$ cat src/rtl/isq_slot_ctrl_if.sv
// Handshake and status bundle between the issue-queue slot controller and its neighbours.
// slave is the controller side; master is the upstream / age-logic / storage side.
interface isq_slot_ctrl_if #(
    parameter int unsigned ISSUE_QUEUE_DEPTH = 8,
    parameter int unsigned ISSUE_QUEUE_LOG   = 3
);
    logic                         enq_valid;
    logic                         enq_ready;
    logic [ISSUE_QUEUE_DEPTH-1:0] iq_entries_wren_oh;
    logic [ISSUE_QUEUE_LOG-1:0]   enq_ptr;
    logic [ISSUE_QUEUE_DEPTH-1:0] iq_entries_valid;
    logic                         oldest_found;
    logic [ISSUE_QUEUE_DEPTH-1:0] oldest_idx_oh;
    logic                         deq_ready;
    logic                         deq_fire;
    logic [ISSUE_QUEUE_LOG-1:0]   deq_ptr;
    logic [ISSUE_QUEUE_DEPTH-1:0] iq_entries_clear_entry;
    logic                         flush;
    logic [ISSUE_QUEUE_LOG:0]     count;
    logic                         full;
    logic                         empty;
    logic                         protocol_err;

    modport slave (
        input  enq_valid, oldest_found, oldest_idx_oh, deq_ready, flush,
        output enq_ready, iq_entries_wren_oh, enq_ptr, iq_entries_valid, deq_fire, deq_ptr,
               iq_entries_clear_entry, count, full, empty, protocol_err
    );

    modport master (
        output enq_valid, oldest_found, oldest_idx_oh, deq_ready, flush,
        input  enq_ready, iq_entries_wren_oh, enq_ptr, iq_entries_valid, deq_fire, deq_ptr,
               iq_entries_clear_entry, count, full, empty, protocol_err
    );
endinterface

$ cat src/rtl/isq_slot_ctrl.sv
// Issue-queue slot controller: owns the valid vector, allocates the lowest free slot,
// fires dequeues from the age logic's selection and sequences flush recovery.
module isq_slot_ctrl #(
    parameter int unsigned ISSUE_QUEUE_DEPTH = 8,
    parameter int unsigned ISSUE_QUEUE_LOG   = 3,
    parameter int unsigned FLUSH_CYCLES      = 2
) (
    input logic            clock,
    input logic            reset,
    isq_slot_ctrl_if.slave bus
);
    localparam int unsigned Depth = ISSUE_QUEUE_DEPTH;
    localparam int unsigned PtrW  = ISSUE_QUEUE_LOG;
    localparam int unsigned CntW  = $clog2(FLUSH_CYCLES + 1);

    typedef enum logic [0:0] {StRun, StFlush} state_e;

    state_e            state_q;
    logic [CntW-1:0]   rcnt_q;
    logic [Depth-1:0]  valid_q;
    logic [PtrW:0]     count_q;
    logic              err_q;

    logic              run, full, empty, enq_ready, enq_fire, deq_fire, sel_ok;
    logic [PtrW-1:0]   enq_ptr, deq_ptr;
    logic [Depth-1:0]  wren_oh, clear_oh, sel;

    always_comb begin
        full      = (count_q == (PtrW+1)'(Depth));
        empty     = (count_q == '0);
        run       = (state_q == StRun);
        enq_ready = run & ~full & ~bus.flush;
        enq_fire  = bus.enq_valid & enq_ready;

        // Downward scan leaves the lowest free index; stays 0 when full.
        enq_ptr = '0;
        for (int i = int'(Depth) - 1; i >= 0; i--) begin
            if (!valid_q[i]) enq_ptr = PtrW'(i);
        end
        wren_oh = enq_fire ? (Depth'(1) << enq_ptr) : '0;

        // Selection must be exactly one bit and point at an occupied entry.
        sel    = bus.oldest_idx_oh;
        sel_ok = (sel != '0) && ((sel & (sel - Depth'(1))) == '0) && ((sel & ~valid_q) == '0);

        deq_fire = run & ~bus.flush & bus.oldest_found & bus.deq_ready & sel_ok;
        deq_ptr  = '0;
        for (int i = 0; i < int'(Depth); i++) begin
            if (sel[i]) deq_ptr = deq_ptr | PtrW'(i);
        end
        clear_oh = deq_fire ? sel : '0;
    end

    always_ff @(posedge clock or posedge reset) begin
        if (reset) begin
            state_q <= StRun;
            rcnt_q  <= '0;
            valid_q <= '0;
            count_q <= '0;
            err_q   <= 1'b0;
        end else begin
            if (bus.oldest_found && !sel_ok) err_q <= 1'b1;
            if (bus.flush) begin
                state_q <= StFlush;
                rcnt_q  <= CntW'(FLUSH_CYCLES);
                valid_q <= '0;
                count_q <= '0;
            end else begin
                valid_q <= (valid_q | wren_oh) & ~clear_oh;
                count_q <= count_q + (PtrW+1)'(enq_fire) - (PtrW+1)'(deq_fire);
                if (state_q == StFlush) begin
                    if (rcnt_q <= CntW'(1)) begin
                        state_q <= StRun;
                        rcnt_q  <= '0;
                    end else begin
                        rcnt_q <= rcnt_q - CntW'(1);
                    end
                end
            end
        end
    end

    assign bus.enq_ready              = enq_ready;
    assign bus.iq_entries_wren_oh     = wren_oh;
    assign bus.enq_ptr                = enq_ptr;
    assign bus.iq_entries_valid       = valid_q;
    assign bus.deq_fire               = deq_fire;
    assign bus.deq_ptr                = deq_ptr;
    assign bus.iq_entries_clear_entry = clear_oh;
    assign bus.count                  = count_q;
    assign bus.full                   = full;
    assign bus.empty                  = empty;
    assign bus.protocol_err           = err_q;
endmodule

$ cat src/flat_wrapper.sv
// flat-port wrapper written by rule: the top's interface ports become plain ports
module isq_slot_ctrl_flat 
#(
    parameter int unsigned ISSUE_QUEUE_DEPTH = 8,
    parameter int unsigned ISSUE_QUEUE_LOG   = 3,
    parameter int unsigned FLUSH_CYCLES      = 2
)
  (clock, reset, bus_enq_valid, bus_oldest_found, bus_oldest_idx_oh, bus_deq_ready, bus_flush, bus_enq_ready, bus_iq_entries_wren_oh, bus_enq_ptr, bus_iq_entries_valid, bus_deq_fire, bus_deq_ptr, bus_iq_entries_clear_entry, bus_count, bus_full, bus_empty, bus_protocol_err);
  isq_slot_ctrl_if #(.ISSUE_QUEUE_DEPTH(ISSUE_QUEUE_DEPTH), .ISSUE_QUEUE_LOG(ISSUE_QUEUE_LOG)) bus_i ();
  input logic clock;
  input logic reset;
  input wire logic [$bits(bus_i.enq_valid)-1:0] bus_enq_valid;
  input wire logic [$bits(bus_i.oldest_found)-1:0] bus_oldest_found;
  input wire logic [$bits(bus_i.oldest_idx_oh)-1:0] bus_oldest_idx_oh;
  input wire logic [$bits(bus_i.deq_ready)-1:0] bus_deq_ready;
  input wire logic [$bits(bus_i.flush)-1:0] bus_flush;
  output wire logic [$bits(bus_i.enq_ready)-1:0] bus_enq_ready;
  output wire logic [$bits(bus_i.iq_entries_wren_oh)-1:0] bus_iq_entries_wren_oh;
  output wire logic [$bits(bus_i.enq_ptr)-1:0] bus_enq_ptr;
  output wire logic [$bits(bus_i.iq_entries_valid)-1:0] bus_iq_entries_valid;
  output wire logic [$bits(bus_i.deq_fire)-1:0] bus_deq_fire;
  output wire logic [$bits(bus_i.deq_ptr)-1:0] bus_deq_ptr;
  output wire logic [$bits(bus_i.iq_entries_clear_entry)-1:0] bus_iq_entries_clear_entry;
  output wire logic [$bits(bus_i.count)-1:0] bus_count;
  output wire logic [$bits(bus_i.full)-1:0] bus_full;
  output wire logic [$bits(bus_i.empty)-1:0] bus_empty;
  output wire logic [$bits(bus_i.protocol_err)-1:0] bus_protocol_err;
  assign bus_i.enq_valid = bus_enq_valid;
  assign bus_i.oldest_found = bus_oldest_found;
  assign bus_i.oldest_idx_oh = bus_oldest_idx_oh;
  assign bus_i.deq_ready = bus_deq_ready;
  assign bus_i.flush = bus_flush;
  assign bus_enq_ready = bus_i.enq_ready;
  assign bus_iq_entries_wren_oh = bus_i.iq_entries_wren_oh;
  assign bus_enq_ptr = bus_i.enq_ptr;
  assign bus_iq_entries_valid = bus_i.iq_entries_valid;
  assign bus_deq_fire = bus_i.deq_fire;
  assign bus_deq_ptr = bus_i.deq_ptr;
  assign bus_iq_entries_clear_entry = bus_i.iq_entries_clear_entry;
  assign bus_count = bus_i.count;
  assign bus_full = bus_i.full;
  assign bus_empty = bus_i.empty;
  assign bus_protocol_err = bus_i.protocol_err;
  isq_slot_ctrl #(.ISSUE_QUEUE_DEPTH(ISSUE_QUEUE_DEPTH), .ISSUE_QUEUE_LOG(ISSUE_QUEUE_LOG), .FLUSH_CYCLES(FLUSH_CYCLES)) u_core (.clock(clock), .reset(reset), .bus(bus_i));
endmodule
$ cat config.mk
export PLATFORM = sky130hd
export DESIGN_NAME = isq_slot_ctrl_flat
export DESIGN_NICKNAME = d
export VERILOG_FILES = /design/src/rtl/isq_slot_ctrl_if.sv /design/src/rtl/isq_slot_ctrl.sv /design/src/flat_wrapper.sv
export SDC_FILE = /design/constraint.sdc
export NUM_CORES = 1
export LEC_CHECK = 0
export ABC_AREA = 0
export BUFFER_PORTS_ARGS = -buffer_cell sky130_fd_sc_hd__buf_2
export CAP_MARGIN = 30
export CORE_UTILIZATION = 47
export DETAILED_ROUTE_END_ITERATION = 16
export GPL_TIMING_DRIVEN = 0
export PLACE_DENSITY = 0.77
export RECOVER_POWER = 100
export SLEW_MARGIN = 20
export SYNTH_ARGS = -nofsm -noshare
export SYNTH_HDL_FRONTEND = slang
export SYNTH_SLANG_ARGS = --single-unit
$ cat constraint.sdc
create_clock -name clock -period 3.2 [get_ports clock]
set_input_delay 0.16 -clock clock [delete_from_list [all_inputs] [get_ports clock]]
set_output_delay 0.16 -clock clock [all_outputs]
set_load 0.05 [all_outputs]
### Word level (Yosys, flattened, before mapping)

Index checks and enable logic that the tools add are counted.

* RAM bits: 0
* input port bits: 14
* latch bits: 0
* bits in read-only memories: 0
* bits in registers: 16
* word-level logic and storage cells: 62
* memories kept: 0
* output and inout port bits: 39

* equal/unequal tests: 1
* multiplexer cells: 25
* reduce and logical (&&, ||, !) cells: 9
* bitwise gates (word level): 16
* $lt $le $gt $ge: 1
* div/mod/pow operators: 0
* multipliers: 0
* add/subtract/negate cells: 4
* shifts and indexed selects: 1

Operators by type and width (count)
* 3-bit 2-to-1 mux: 12
* 8-bit bitwise AND: 3
* 8-bit 2-to-1 mux: 3
* 8-bit logical NOT: 2
* 8-bit NOT: 2
* 2-bit 2-to-1 mux: 5
* 8-bit bitwise OR: 1
* 8-bit nonzero test: 1
* 1-bit by 3-bit << shifter with 8-bit output, first input constant: 1
* 8-bit by 1-bit subtractor with 8-bit output, second input constant: 1
* 1-bit bitwise AND: 7
* 4-bit by 1-bit adder with 4-bit output: 1
* 4-bit == test, second input constant: 1
* 4-bit logical NOT: 1
* 1-bit 2-to-1 mux: 4
* 4-bit 2-to-1 mux: 1
* 4-bit by 1-bit subtractor with 4-bit output: 1
* 1-bit logical AND: 3
* 1-bit NOT: 3
* 2-bit by 1-bit <= comparator with 1-bit output, second input constant: 1
* 2-bit nonzero test: 1
* 2-bit by 1-bit subtractor with 2-bit output, second input constant: 1
* 1-bit logical NOT: 1

### Logic depth before layout (Yosys ltp)

* depth in word-level cells: 13
* mapped depth: 13
* mapped depth without buffers: 11

### Worst setup path before layout

Ideal clock, no wire load.

* kind: flip-flop to output port
* start: register u_core.valid_q[2], in the netlist u_core.bus.iq_entries_valid[2]
* end: output bus_iq_entries_wren_oh[1]
* stages on the path, launching flop included: 6
* buffers on the path: 1
* setup slack: -1.048 ns
* data required time: 3.040 ns
* arrival: 4.088 ns
* cell sequence: dfrtp_1 clkbuf_1 nor2b_1 a31oi_1 a21boi_0 nor4bb_1

* longest elaborated chain between the ends: 5

Ends and longest elaborated chain
* start, declared: line isq_slot_ctrl.sv:20 `logic [Depth-1:0] valid_q;`
* start signal, assigned: line isq_slot_ctrl.sv:69 `valid_q <= (valid_q | wren_oh) & ~clear_oh;`
* 3-bit 2-to-1 mux (3 in a row): line isq_slot_ctrl.sv:38 `if (!valid_q[i]) enq_ptr = PtrW'(i);`
* net bus_enq_ptr[0]: line flat_wrapper.sv:19 `output wire logic [$bits(bus_i.enq_ptr)-1:0] bus_enq_ptr;`
* 1-bit by 3-bit << shifter with 8-bit output: line isq_slot_ctrl.sv:40 `wren_oh = enq_fire ? (Depth'(1) << enq_ptr) : '0;`
* 8-bit 2-to-1 mux: line isq_slot_ctrl.sv:40
* end, declared: line flat_wrapper.sv:18 `output wire logic [$bits(bus_i.iq_entries_wren_oh)-1:0] bus_iq_entries_wren_oh;`

The timed path passes the listed nets, and every way through them passes these cells.

### Worst setup path after layout

* start: register u_core.valid_q[6], in the netlist u_core.bus.iq_entries_valid[6]
* end: register u_core.count_q[3], in the netlist u_core.bus.count[3]

* longest elaborated chain between the ends: 7

Ends and longest elaborated chain
* 8-bit NOT: line isq_slot_ctrl.sv:44 `sel_ok = (sel != '0) && ((sel & (sel - Depth'(1))) == '0) && ((sel & ~valid_q) == '0);`
* 8-bit bitwise AND: line isq_slot_ctrl.sv:44
* 8-bit logical NOT: line isq_slot_ctrl.sv:44
* 1-bit logical AND: line isq_slot_ctrl.sv:44
* 1-bit bitwise AND: line isq_slot_ctrl.sv:46 `deq_fire = run & ~bus.flush & bus.oldest_found & bus.deq_ready & sel_ok;`
* 4-bit by 1-bit subtractor with 4-bit output: line isq_slot_ctrl.sv:70 `count_q <= count_q + (PtrW+1)'(enq_fire) - (PtrW+1)'(deq_fire);`
* 4-bit 2-to-1 mux: line isq_slot_ctrl.sv:63 `if (bus.flush) begin`
* end signal, assigned: line isq_slot_ctrl.sv:70
* end, declared: line isq_slot_ctrl.sv:21 `logic [PtrW:0] count_q;`

No other way between the ends.
A chain may end at the register's enable or synchronous reset.

==> impl_metrics.sql <==
INSERT INTO impl_metrics (metric_group, metric, value, unit) VALUES
('run_status', 'status', 'finished, final reports clean', ''),
('flow_run', 'drv_cap', '0', ''),
('sta', 'final.period_utilization', '90.9', '%'),
('sta', 'slew_headroom', '52.4', '%'),
('logic_synthesis', 'post_synth_instance_area', '1200', 'sq um'),
('worst_setup_path', 'end_kind', 'flip-flop', ''),
('floorplanning', 'starting_density_of_the_core', '52.1', '%'),
('worst_setup_path', 'timing_worst_setup_path_type', 'flip-flop to flip-flop', ''),
('sta', 'maxSlewViolCount', '0', ''),
('placed_design', 'dpl.cell_count', '213', ''),
('cts', 'cts.sinks', '16', ''),
('layout', 'fin_nets', '212', ''),
('placed_design', 'port_buffers', '51', ''),
('logic_synthesis', 'yosysTopAreaCell', 'dfrtp_1', ''),
('worst_setup_path', 'crit_fanout', '11', ''),
('sta', 'timing.final.hold_violations', '0', ''),
('cts', 'clk_latency', '0.30', 'ns'),
('hold_path', 'endpoint_with_the_worst_hold_slack', 'u_core.bus.protocol_err', ''),
('worst_setup_path', 'crit-reg2reg-capture', 'u_core.bus.count[3]', ''),
('grt', 'global_route.usage.total', '25.7', '%'),
('cts', 'clock-root-buffer', 'clkbuf_4', ''),
('cts', 'path_clk_slew', '0.10', 'ns'),
('floorplanning', 'die_width', '52.4', 'microns'),
('worst_setup_path', 'critPathRequiredTime', '3.38', 'ns'),
('logic_synthesis', 'synth.lib_cells_used.distinct', '42', ''),
('power', 'power.leakage', '0.622', 'nW'),
('drt', 'wl_per_cell', '15.1', 'microns'),
('drt', 'drt_iter0_markers', '22', ''),
('logic_synthesis', 'synth.net_count', '155', ''),
('logic_synthesis', 'synthCells', '134', ''),
('floorplanning', 'top_level_ports', '53', ''),
('logic_synthesis', 'ys_ff_latch', '16', ''),
('grt', 'grt_max_degree', '17', ''),
('layout', 'antennaDiodeCount', '0', ''),
('power', 'fin_total_pwr', '0.448', 'mW'),
('floorplanning', 'die_footprint', '2750', 'sq um'),
('worst_setup_path', 'r2r_setup_slack', '0.29', 'ns'),
('layout', 'layoutNonFillerInstCount', '218', ''),
('placed_design', 'dp_hpwl', '2540', 'microns'),
('power', 'power.density_cell_area', '298', 'nW/um^2'),
('logic_synthesis', 'synth_top_cells_by_area', 'dfrtp_1 33%, ha_1 6.3%, a211oi_1 5.6%, and2_1 4.7%, nor2_1 4.7%', ''),
('placed_design', 'place_congestion', '0.892', ''),
('sta', 'fmax_achieved', '344', 'MHz'),
('cts', 'htree_num_levels', '1', ''),
('floorplanning', 'chipHeight', '52.4', 'microns'),
('drt', 'detail_route.drc_violations', '0', ''),
('cts', 'cts_tree', 'done', ''),
('grt', 'first_pass_grt_wire_length', '5170', 'microns'),
('sta', 'finalSetupViolCount', '0', ''),
('logic_synthesis', 'ys_dominant_reg_cell', 'dfrtp_1', ''),
('sta', 'worst_setup_skew_after_layout', '0.00254', 'ns'),
('sta', 'post-route-min-period', '2.91', 'ns'),
('layout', 'area_delta_synth_final', '25.8', '%'),
('cts', 'ctsLongestPathBuffers', '2', ''),
('floorplanning', 'design.core.area', '2300', 'sq um'),
('cts', 'cts_buffers', '3', ''),
('drt', 'drtPass1Iterations', '4', ''),
('layout', 'fraction_of_final_layout_cells_with_drive_strength_greater_than_1', '16.3', '%'),
('worst_setup_path', 'reg2reg_from', 'u_core.bus.iq_entries_valid[6]', ''),
('grt', 'antenna_found_initial', '0', ''),
('logic_synthesis', 'yosysSeqAreaShare', '33.5', '%'),
('drt', 'post_drt_via_cell_ratio', '5.63', ''),
('worst_setup_path', 'worst-r2r-cell-count', '13', ''),
('logic_synthesis', 'syn-mean-instance-area', '8.93', 'sq um'),
('layout', 'final_util', '65.5', '%'),
('logic_synthesis', 'yosysWarnings', '0', ''),
('grt', 'first_global_vias', '1113', ''),
('sta', 'totalNegativeSetupSlack', '0', 'ns'),
('power', 'ir_worst_vdd', '0.288', 'mV'),
('logic_synthesis', 'synth_top_area_share', '33.5', '%'),
('sta', 'setup_slack', '0.291', 'ns');
critical path, stage by stage, from the launching register on:
cell      delay (ns)
dfrtp_1         0.44
inv_1           0.08
a2111o_1        0.42
a211oi_1        0.27
and4_1          0.26
buf_6           0.14
buf_6           0.14
ha_1            0.14
inv_1           0.06
ha_1            0.28
a21o_1          0.17
a21oi_1         0.17
xnor2_1         0.15
nor2_1          0.05
where the power goes:
| part | switching (mW) | leakage [nW] | internal (mW) |
|---|---|---|---|
| Combinational | 0.0656 | 0.392 | 0.0293 |
| Sequential | 0.00623 | 0.209 | 0.208 |
| Clock | 0.0694 | 0.0210 | 0.0695 |
| Total | 0.141 | 0.622 | 0.307 |
cell usage after synthesis, types with 2 or more instances:
cell type	n
dfrtp_1	16
nor2_1	15
inv_1	11
nand2_1	10
a211oi_1	9
and2_1	9
nor2b_1	7
ha_1	6
a21o_1	4
a21oi_1	4
and3_1	3
nand2b_1	3
a31oi_1	2
buf_6	2
clkbuf_1	2
nor3_1	2
nor4bb_1	2
o21ai_0	2
xnor2_1	2
timing repair:
item                      4_1_cts  5_1_grt
hold buffers                    1        0
hold endpoints to repair       16        0
gates resized for setup         0        0
setup buffers                   0        0
cell usage in the layout (no fill, tap or decap), types with 2 or more instances in the layout:
cell type	instances
a211oi_1	9
a21o_1	4
a21oi_1	4
and2_1	9
and3_1	3
buf_2	14
buf_6	2
clkbuf_1	40
clkbuf_4	3
dfrtp_1	15
ha_1	6
inv_1	11
nand2_1	10
nand2b_1	3
nor2_1	15
nor2b_1	7
nor3_1	3
nor4bb_1	2
o21ai_0	2
xnor2_1	2
per-layer routing:
| layer | track usage, % | wire length (microns) | up-vias |
|---|---|---|---|
| li1 | - | - | 582 |
| met1 | 33.0 | 1440 | 605 |
| met2 | 43.5 | 1670 | 37 |
| met3 | 6.09 | 168 | 3 |
| met4 | 5.26 | 19 | 0 |
| met5 | 0 | 0 | - |
worst max-delay path by stage:
stage / end / from / cells past startpoint / slack, ns
floorplan: bus_iq_entries_wren_oh[0] / u_core.bus.iq_entries_valid[2] / 5 / -0.10
global placement: u_core.bus.count[3] / u_core.bus.iq_entries_valid[6] / 13 / 0.42
CTS: u_core.bus.count[3] / u_core.bus.iq_entries_valid[6] / 13 / 0.30
global route: u_core.bus.count[3] / u_core.bus.iq_entries_valid[6] / 13 / 0.15
detailed placement: u_core.bus.count[3] / u_core.bus.iq_entries_valid[6] / 13 / 0.32
finish: u_core.bus.count[3] / u_core.bus.iq_entries_valid[6] / 13 / 0.29
registers in the layout, summed over array words and instances (netlist names):
register                     cells
u_core.bus.iq_entries_valid      8
u_core.bus.count                 4
u_core.rcnt_q                    2
u_core.bus.protocol_err          1
u_core.state_q                   1
final cells by class:
| type | instances | area [sq um] |
|---|---|---|
| fillers | 231 | 792 |
| multi-input cells | 102 | 738 |
| flip-flops and latches | 16 | 402 |
| repair buffers | 52 | 218 |
| inverters | 11 | 41.3 |
| clock buffers | 4 | 36.3 |
| plain buffers | 5 | 35.0 |
| well taps | 28 | 35.0 |
per-stage QoR:
step	area, sq um	hold slack, ns
5_1_grt	1510	0.0531
6_report	1510	0.0751
3_3_place_gp	1520	0.254
4_1_cts	1560	0.0691
3_5_place_dp	1520	0.266
2_1_floorplan	1230	0.0737
cell families (layout without fill, tap and decap cells):
kind of cell / after synthesis / count (layout) / synth area share [%]
fa+ha+maj: 7 / 7 / 7.95
compound gates: 28 / 28 / 17.3
simple gates: 63 / 63 / 31.8
xor+xnor: 3 / 3 / 2.20
mux: 1 / 1 / 0.941
flops: 16 / 16 / 33.5
buf+inv: 16 / 72 / 6.38
Power figures use the tool's default switching activity.
